===== src/rtl/sb_pkg.sv =====
// Shared constants for the issue scoreboard: stall-cause bit positions
// and the default configuration used by the controller and its interface.
package sb_pkg;

    localparam int SB_CAUSE_DATA   = 0;
    localparam int SB_CAUSE_STRUCT = 1;
    localparam int SB_CAUSE_SERIAL = 2;
    localparam int SB_CAUSE_W      = 3;

    localparam int SB_ISSUE_W = 2;
    localparam int SB_NUM_FU  = 3;
    localparam int SB_NREG    = 32;
    localparam int SB_RA_W    = $clog2(SB_NREG);

endpackage


===== src/rtl/sb_issue_ctrl_if.sv =====
// Decode-to-scoreboard bundle: per-lane instruction descriptors, FU completion,
// and the issue decision returned to decode.
interface sb_issue_ctrl_if import sb_pkg::*; #(
    parameter int ISSUE_W = SB_ISSUE_W,
    parameter int NUM_FU  = SB_NUM_FU,
    parameter int RA_W    = SB_RA_W
);
    logic [ISSUE_W-1:0]          lane_vld;
    logic [ISSUE_W*RA_W-1:0]     lane_rs1;
    logic [ISSUE_W*RA_W-1:0]     lane_rs2;
    logic [ISSUE_W-1:0]          lane_rs1_en;
    logic [ISSUE_W-1:0]          lane_rs2_en;
    logic [ISSUE_W*RA_W-1:0]     lane_rd;
    logic [ISSUE_W-1:0]          lane_rd_en;
    logic [ISSUE_W*NUM_FU-1:0]   lane_fu_ok;
    logic [ISSUE_W-1:0]          lane_serial;
    logic                        flush;
    logic [NUM_FU-1:0]           fu_done;
    logic [ISSUE_W-1:0]          lane_issue;
    logic [ISSUE_W*NUM_FU-1:0]   lane_fu_sel;
    logic [ISSUE_W*SB_CAUSE_W-1:0] stall_cause;
    logic                        sb_idle;

    modport master (
        output lane_vld, lane_rs1, lane_rs2, lane_rs1_en, lane_rs2_en,
               lane_rd, lane_rd_en, lane_fu_ok, lane_serial, flush, fu_done,
        input  lane_issue, lane_fu_sel, stall_cause, sb_idle
    );

    modport slave (
        input  lane_vld, lane_rs1, lane_rs2, lane_rs1_en, lane_rs2_en,
               lane_rd, lane_rd_en, lane_fu_ok, lane_serial, flush, fu_done,
        output lane_issue, lane_fu_sel, stall_cause, sb_idle
    );
endinterface


===== src/rtl/sb_fu_pick.sv =====
// Combinational picker: one-hot grant of the lowest-index FU that the lane
// can use and that nobody (busy table or older lane) has claimed.
module sb_fu_pick #(
    parameter int NUM_FU = 3
) (
    input  logic [NUM_FU-1:0] ok,
    input  logic [NUM_FU-1:0] claimed,
    output logic [NUM_FU-1:0] grant
);

    // Scan downward so the last hit, the lowest index, wins.
    always_comb begin
        grant = '0;
        for (int f = NUM_FU - 1; f >= 0; f--) begin
            if (ok[f] && !claimed[f]) begin
                grant    = '0;
                grant[f] = 1'b1;
            end
        end
    end

endmodule


===== src/rtl/sb_issue_ctrl.sv =====
// In-order multi-issue scoreboard binding decode lanes to free FUs.
// Define SB_PERF_CNT_EN to add lane-0 stall-cause counters as output ports.
module sb_issue_ctrl import sb_pkg::*; #(
    parameter int ISSUE_W = SB_ISSUE_W,
    parameter int NUM_FU  = SB_NUM_FU,
    parameter int NREG    = SB_NREG,
    parameter int RA_W    = $clog2(NREG)
) (
    input  logic clk,
    input  logic rst,
    sb_issue_ctrl_if.slave sb
`ifdef SB_PERF_CNT_EN
    ,
    output logic [31:0] cnt_data,
    output logic [31:0] cnt_struct,
    output logic [31:0] cnt_serial
`endif
);

    logic [NREG-1:0]   pend;
    logic [NUM_FU-1:0] fu_busy;
    logic [RA_W-1:0]   fu_rd [NUM_FU];
    logic [NUM_FU-1:0] fu_rd_en;
    logic              machine_idle;

    logic [ISSUE_W-1:0]            issue_vec;
    logic [ISSUE_W*NUM_FU-1:0]     sel_vec;
    logic [ISSUE_W*SB_CAUSE_W-1:0] cause_vec;

    assign machine_idle = !(|fu_busy) && !(|pend);

    // Lanes are evaluated oldest first; each passes its claimed FUs, the
    // registers it will write and its go/no-go to the next younger lane.
    for (genvar i = 0; i < ISSUE_W; i++) begin : g_lane
        logic              vld, serial, rs1_en, rs2_en, rd_en;
        logic [RA_W-1:0]   rs1, rs2, rd;
        logic [NUM_FU-1:0] ok, grant, sel, claim_in, claim_out;
        logic [NREG-1:0]   wr_in, wr_out;
        logic              go_in, go_out;
        logic              haz, no_fu, ser_blk, issue;
        logic [SB_CAUSE_W-1:0] cause;

        assign vld    = sb.lane_vld[i];
        assign serial = sb.lane_serial[i];
        assign rs1_en = sb.lane_rs1_en[i];
        assign rs2_en = sb.lane_rs2_en[i];
        assign rd_en  = sb.lane_rd_en[i];
        assign rs1    = sb.lane_rs1[i*RA_W +: RA_W];
        assign rs2    = sb.lane_rs2[i*RA_W +: RA_W];
        assign rd     = sb.lane_rd[i*RA_W +: RA_W];
        assign ok     = sb.lane_fu_ok[i*NUM_FU +: NUM_FU];

        if (i == 0) begin : g_head
            assign claim_in = '0;
            assign wr_in    = '0;
            assign go_in    = 1'b1;
        end else begin : g_tail
            assign claim_in = g_lane[i-1].claim_out;
            assign wr_in    = g_lane[i-1].wr_out;
            assign go_in    = g_lane[i-1].go_out;
        end

        sb_fu_pick #(.NUM_FU(NUM_FU)) u_pick (
            .ok      (ok),
            .claimed (claim_in | fu_busy),
            .grant   (grant)
        );

        // WAR against an older lane is deliberately absent: older lanes read at issue.
        always_comb begin
            haz = 1'b0;
            if (rs1_en && (rs1 != '0) && (pend[rs1] || wr_in[rs1])) haz = 1'b1;
            if (rs2_en && (rs2 != '0) && (pend[rs2] || wr_in[rs2])) haz = 1'b1;
            if (rd_en  && (rd  != '0) && (pend[rd]  || wr_in[rd]))  haz = 1'b1;
            no_fu   = ~|grant;
            ser_blk = serial && !((i == 0) && machine_idle);
            issue   = !rst && !sb.flush && go_in && vld && !haz && !no_fu && !ser_blk;
            cause   = '0;
            if (!rst && !sb.flush && go_in && vld && !issue) begin
                cause[SB_CAUSE_DATA]   = haz;
                cause[SB_CAUSE_STRUCT] = no_fu;
                cause[SB_CAUSE_SERIAL] = ser_blk;
            end
            sel       = issue ? grant : '0;
            claim_out = claim_in | sel;
            wr_out    = wr_in;
            if (issue && rd_en && (rd != '0)) wr_out[rd] = 1'b1;
            go_out    = go_in && (!vld || issue) && !(issue && serial);
        end

        assign issue_vec[i]                             = issue;
        assign sel_vec[i*NUM_FU +: NUM_FU]              = sel;
        assign cause_vec[i*SB_CAUSE_W +: SB_CAUSE_W]    = cause;
    end

    assign sb.lane_issue  = issue_vec;
    assign sb.lane_fu_sel = sel_vec;
    assign sb.stall_cause = cause_vec;
    assign sb.sb_idle     = rst || machine_idle;

    // Completions are applied before new issues; they never touch the same FU or pend bit.
    always_ff @(posedge clk) begin
        if (rst) begin
            pend     <= '0;
            fu_busy  <= '0;
            fu_rd_en <= '0;
            for (int f = 0; f < NUM_FU; f++) fu_rd[f] <= '0;
        end else begin
            for (int f = 0; f < NUM_FU; f++) begin
                if (sb.fu_done[f] && fu_busy[f]) begin
                    fu_busy[f] <= 1'b0;
                    if (fu_rd_en[f]) pend[fu_rd[f]] <= 1'b0;
                end
            end
            for (int i = 0; i < ISSUE_W; i++) begin
                for (int f = 0; f < NUM_FU; f++) begin
                    if (sel_vec[i*NUM_FU + f]) begin
                        fu_busy[f]  <= 1'b1;
                        fu_rd[f]    <= sb.lane_rd[i*RA_W +: RA_W];
                        fu_rd_en[f] <= sb.lane_rd_en[i];
                        if (sb.lane_rd_en[i] && (sb.lane_rd[i*RA_W +: RA_W] != '0))
                            pend[sb.lane_rd[i*RA_W +: RA_W]] <= 1'b1;
                    end
                end
            end
        end
    end

`ifdef SB_PERF_CNT_EN
    // Lane-0 causes are already zero when it issues, is flushed or invalid.
    always_ff @(posedge clk) begin
        if (rst) begin
            cnt_data   <= '0;
            cnt_struct <= '0;
            cnt_serial <= '0;
        end else begin
            if (cause_vec[SB_CAUSE_DATA])   cnt_data   <= cnt_data + 32'd1;
            if (cause_vec[SB_CAUSE_STRUCT]) cnt_struct <= cnt_struct + 32'd1;
            if (cause_vec[SB_CAUSE_SERIAL]) cnt_serial <= cnt_serial + 32'd1;
        end
    end
`endif

endmodule


===== src/flat_wrapper.sv =====
// flat-port wrapper written by rule: the top's interface ports become plain ports
module sb_issue_ctrl_flat import sb_pkg::*;
#(
    parameter int ISSUE_W = SB_ISSUE_W,
    parameter int NUM_FU  = SB_NUM_FU,
    parameter int NREG    = SB_NREG,
    parameter int RA_W    = $clog2(NREG)
)
  (clk, rst, sb_lane_vld, sb_lane_rs1, sb_lane_rs2, sb_lane_rs1_en, sb_lane_rs2_en, sb_lane_rd, sb_lane_rd_en, sb_lane_fu_ok, sb_lane_serial, sb_flush, sb_fu_done, sb_lane_issue, sb_lane_fu_sel, sb_stall_cause, sb_sb_idle);
  sb_issue_ctrl_if #(.ISSUE_W(ISSUE_W), .NUM_FU(NUM_FU), .RA_W(RA_W)) sb_i ();
  input  logic clk;
  input  logic rst;
  input wire logic [$bits(sb_i.lane_vld)-1:0] sb_lane_vld;
  input wire logic [$bits(sb_i.lane_rs1)-1:0] sb_lane_rs1;
  input wire logic [$bits(sb_i.lane_rs2)-1:0] sb_lane_rs2;
  input wire logic [$bits(sb_i.lane_rs1_en)-1:0] sb_lane_rs1_en;
  input wire logic [$bits(sb_i.lane_rs2_en)-1:0] sb_lane_rs2_en;
  input wire logic [$bits(sb_i.lane_rd)-1:0] sb_lane_rd;
  input wire logic [$bits(sb_i.lane_rd_en)-1:0] sb_lane_rd_en;
  input wire logic [$bits(sb_i.lane_fu_ok)-1:0] sb_lane_fu_ok;
  input wire logic [$bits(sb_i.lane_serial)-1:0] sb_lane_serial;
  input wire logic [$bits(sb_i.flush)-1:0] sb_flush;
  input wire logic [$bits(sb_i.fu_done)-1:0] sb_fu_done;
  output wire logic [$bits(sb_i.lane_issue)-1:0] sb_lane_issue;
  output wire logic [$bits(sb_i.lane_fu_sel)-1:0] sb_lane_fu_sel;
  output wire logic [$bits(sb_i.stall_cause)-1:0] sb_stall_cause;
  output wire logic [$bits(sb_i.sb_idle)-1:0] sb_sb_idle;
  assign sb_i.lane_vld = sb_lane_vld;
  assign sb_i.lane_rs1 = sb_lane_rs1;
  assign sb_i.lane_rs2 = sb_lane_rs2;
  assign sb_i.lane_rs1_en = sb_lane_rs1_en;
  assign sb_i.lane_rs2_en = sb_lane_rs2_en;
  assign sb_i.lane_rd = sb_lane_rd;
  assign sb_i.lane_rd_en = sb_lane_rd_en;
  assign sb_i.lane_fu_ok = sb_lane_fu_ok;
  assign sb_i.lane_serial = sb_lane_serial;
  assign sb_i.flush = sb_flush;
  assign sb_i.fu_done = sb_fu_done;
  assign sb_lane_issue = sb_i.lane_issue;
  assign sb_lane_fu_sel = sb_i.lane_fu_sel;
  assign sb_stall_cause = sb_i.stall_cause;
  assign sb_sb_idle = sb_i.sb_idle;
  sb_issue_ctrl #(.ISSUE_W(ISSUE_W), .NUM_FU(NUM_FU), .NREG(NREG), .RA_W(RA_W)) u_core (.clk(clk), .rst(rst), .sb(sb_i));
endmodule

===== config.mk =====
export PLATFORM = sky130hd
export DESIGN_NAME = sb_issue_ctrl_flat
export DESIGN_NICKNAME = d
export VERILOG_FILES = /design/src/rtl/sb_pkg.sv /design/src/rtl/sb_issue_ctrl_if.sv /design/src/rtl/sb_fu_pick.sv /design/src/rtl/sb_issue_ctrl.sv /design/src/flat_wrapper.sv
export SDC_FILE = /design/constraint.sdc
export NUM_CORES = 1
export LEC_CHECK = 0
export ABC_CLOCK_PERIOD_IN_PS = 7100
export CORE_MARGIN = 8
export CORE_UTILIZATION = 50
export DETAILED_ROUTE_END_ITERATION = 7
export PLACE_DENSITY = 0.72
export SLEW_MARGIN = 30
export SYNTH_ARGS = -nofsm -noshare
export SYNTH_HDL_FRONTEND = slang
export SYNTH_SLANG_ARGS = --single-unit

===== constraint.sdc =====
create_clock -name clk -period 7.1 [get_ports clk]
set_input_delay 1.775 -clock clk [delete_from_list [all_inputs] [get_ports clk]]
set_output_delay 1.775 -clock clk [all_outputs]
set_load 0.05 [all_outputs]

==> reports/qor.txt <==
======================================================================================================
Outcome                                                                                   finished clean
Worst slack at placement                                                                       22.8 ps
Final number of setup-violating endpoints                                                            0
Starting utilization of the core area                                                            51.3%
Pwr dens                                                                                    109 nW/µm²
R2R Path Start                                                                            u_core.pend[12]$_SDFF_PP0_
Area of the die                                                                             15,500 µm²
R2R Path End                                                                              u_core.fu_rd[0][5]$_DFFE_PP_
Number of enable-type register cells in the synthesized netlist                                     15
Per-instance average area after synthesis                                                     8.83 µm²
Top cell type by total area after synthesis                                               sky130_fd_sc_hd__mux4_2
Top Ports                                                                                           67
Number of nets in the final layout                                                                 788
CTS Buf Count                                                                                        5
Total negative slack for setup checks                                                             0 ps
Leading cell type in the layout, fill and taps excluded                                   sky130_fd_sc_hd__nor2_1
Std-Cell Core Area                                                                          11,500 µm²
Area overhead of the layout relative to synthesis                                                21.2%
Die height                                                                                      124 µm
Number of clock sinks                                                                               53
Initial DRC count                                                                                  904
Yosys Warn Count                                                                                     0
Setup repair after global routing missed its margin                                               true
Arr. time, crit path                                                                           5270 ps
Number of antenna violations at the first check in global routing                                    0
Leakage Power                                                                                  2.63 nW
Critical path endpoint                                                                    sb_lane_issue[1]
Clock root buffer master                                                                  sky130_fd_sc_hd__clkbuf_16
Period utilisation layout                                                                        99.2%
Count of input and output buffers                                                                   66
Startpoint of the worst setup timing path                                                 sb_lane_rd[4]
R2r worst-path depth                                                                                13
Vias per cell                                                                                     7.54
Die Wd                                                                                          124 µm
DP Wirelength                                                                                17,900 µm
Async set or reset register ratio after synthesis                                                   0%
Vias after detailed routing                                                                      6,645
Synth top area share                                                                             18.4%
Clock Latency Late Sink                                                                         300 ps
Routed length per instance                                                                     28.3 µm
Via count of the first global-routing pass                                                       6,568
Post-DP Area                                                                                  6910 µm²
Dominant register cell in the synthesized netlist                                         sky130_fd_sc_hd__dfxtp_1
Worst setup EP type                                                                         output pin
Worst-path maximum fanout                                                                            8
Worst hold path class                                                                     flip-flop to flip-flop
Weighted congestion at the end of routability-driven global placement                             1.01
Relative slew margins                                                                            46.2%
Final clock skew                                                                               7.75 ps
Worst path setup slack after routing                                                           56.6 ps
Clock tree from TritonCTS                                                                         done
Buffer depth of the longest clock path                                                               2
Transition time of the tightest slew-check pin                                                  804 ps
F_max                                                                                          142 MHz
Final instance area                                                                           7130 µm²
Total standard cell area after synthesis                                                      5880 µm²
Pin count of the biggest net entering global routing                                                42
Startpoint types                                                                            input port
First-pass DRT Iterations                                                                            5
Tmin final                                                                                     7040 ps
Share of final-layout standard cells stronger than drive strength 1                              21.7%
Sequential element share of the synthesized area                                                 20.6%
Worst setup path class                                                                    input port to output pin
Antenna Violating Nets Remaining                                                                     0
Top cells by area in the synthesized netlist                                              sky130_fd_sc_hd__mux4_2, sky130_fd_sc_hd__dfxtp_1, sky130_fd_sc_hd__edfxtp_1, sky130_fd_sc_hd__nor2_1, sky130_fd_sc_hd__a31o_1
Clock H-tree levels                                                                                  2
Yosys cell types                                                                                    73
Required time at the endpoint of the critical path                                             5330 ps
Max-slew violations                                                                                  0
Max-cap violations                                                                                   0
Post-CTS Hold Buffers                                                                                0
Total gr overflow                                                                                    0
Net count of the mapped netlist                                                                    718
Number of endpoints with negative hold slack in the final report                                     0
# DRC                                                                                                0
Overall routed net length                                                                    25,000 µm
FF+latch count, synth                                                                               53
IR Drop Worst-Case VDD                                                                        0.132 mV
Global-route wire length before repair                                                       37,900 µm
Synthesized instance count                                                                         666
Most used cells in the layout excluding fill and tap cells                                sky130_fd_sc_hd__nor2_1, sky130_fd_sc_hd__clkdlybuf4s50_1, sky130_fd_sc_hd__mux4_2, sky130_fd_sc_hd__a21oi_1, sky130_fd_sc_hd__buf_4
Register-to-Register Setup Slack                                                               3110 ps
Aggregate global-route resource usage                                                            30.9%
Site Rows                                                                                           39
Clock transition at the register clock pins on the worst setup and hold paths after CTS          70 ps
======================================================================================================
-- critical path, cell delays in order --
cell                              delay, ps
sky130_fd_sc_hd__clkdlybuf4s50_1        610
sky130_fd_sc_hd__buf_4                  270
sky130_fd_sc_hd__or3_1                  460
sky130_fd_sc_hd__o21ai_0                430
sky130_fd_sc_hd__a31oi_4                130
sky130_fd_sc_hd__o41ai_1                370
sky130_fd_sc_hd__a21oi_1                170
sky130_fd_sc_hd__o41ai_4                450
sky130_fd_sc_hd__nor4_4                 120
sky130_fd_sc_hd__and2_2                 260
sky130_fd_sc_hd__buf_4                  200
-- kinds of logic after synthesis --
group           after synthesis  share of synthesized area [%]
compound gates              200                           24.8
flops                        53                           20.6
simple gates                259                           23.9
xor+xnor                      5                          0.745
buf+inv                      67                           5.32
mux                          82                           24.7
-- worst min-delay path by stage --
stage | from | end | slack (ps) | cells past startpoint
after floorplan | u_core.fu_busy[1]$_SDFFE_PP0P_ | u_core.fu_busy[1]$_SDFFE_PP0P_ | 500 | 2
after global placement | u_core.fu_rd_en[2]$_SDFFE_PP0P_ | u_core.fu_rd_en[2]$_SDFFE_PP0P_ | 570 | 2
after detailed placement | u_core.fu_busy[0]$_SDFFE_PP0P_ | u_core.fu_busy[0]$_SDFFE_PP0P_ | 590 | 2
after CTS | u_core.fu_busy[0]$_SDFFE_PP0P_ | u_core.fu_busy[0]$_SDFFE_PP0P_ | 600 | 2
after global routing | u_core.fu_busy[0]$_SDFFE_PP0P_ | u_core.fu_busy[0]$_SDFFE_PP0P_ | 620 | 2
final | u_core.fu_rd_en[2]$_SDFFE_PP0P_ | u_core.fu_rd_en[2]$_SDFFE_PP0P_ | 600 | 2
-- report_power, final --
part	internal, mW	switching, mW
Combinational	0.0891	0.113
Clock	0.132	0.115
Sequential	0.318	0.0123
-- metal layers --
layer | track usage, % | part of all wire (%)
met1 | 38.6 | 37
met2 | 49.3 | 46
met3 | 6.34 | 12
met4 | 15.7 | 5.1
met5 | 0 | 0
-- cell usage after synthesis (12+ instances only) --
cell type and n:
sky130_fd_sc_hd__nor2_1 73, sky130_fd_sc_hd__mux4_2 48, sky130_fd_sc_hd__a21oi_1 47, sky130_fd_sc_hd__dfxtp_1 38
sky130_fd_sc_hd__nand2_1 37, sky130_fd_sc_hd__a31o_1 30, sky130_fd_sc_hd__o21ai_0 30, sky130_fd_sc_hd__clkbuf_1 28
sky130_fd_sc_hd__a221oi_1 26, sky130_fd_sc_hd__nand3_1 20, sky130_fd_sc_hd__mux2_2 19, sky130_fd_sc_hd__inv_1 17
sky130_fd_sc_hd__nor3b_1 16, sky130_fd_sc_hd__edfxtp_1 15, sky130_fd_sc_hd__nor3_1 15, sky130_fd_sc_hd__and2_1 14
sky130_fd_sc_hd__nand2b_1 12
-- final cells by class --
type / count / area [µm²]
Multi-Input combinational cell: 546 / 4400
Sequential cell: 53 / 1210
Antenna cell: 1 / 2.50
Timing Repair Buffer: 112 / 1130
Clock buffer: 6 / 129
Clock inverter: 2 / 13.8
Fill cell: 981 / 4340
Tap cell: 143 / 179
Inverter: 18 / 67.6
-- stage by stage --
step	power [mW]	util, %	hold WS, ps	std cells
2_1_floorplan	0.441	-	500	666
3_3_place_gp	0.525	60.3	574	870
3_5_place_dp	0.529	60.3	586	870
4_1_cts	0.772	61.5	601	878
5_1_grt	0.801	62.1	619	880
6_report	0.779	62.1	599	881
-- state kept, by name (all words and copies together) (netlist names) --
| signal | flops |
|---|---|
| u_core.fu_busy | 3 |
| u_core.fu_rd | 15 |
| u_core.pend | 32 |
| u_core.fu_rd_en | 3 |
-- repair_timing --
item / CTS / global route
setup buffers: 0 / 2
setup endpoints to repair: 0 / 5
resized for setup: 0 / 11
Note: power is estimated with default switching activity, not from simulation.
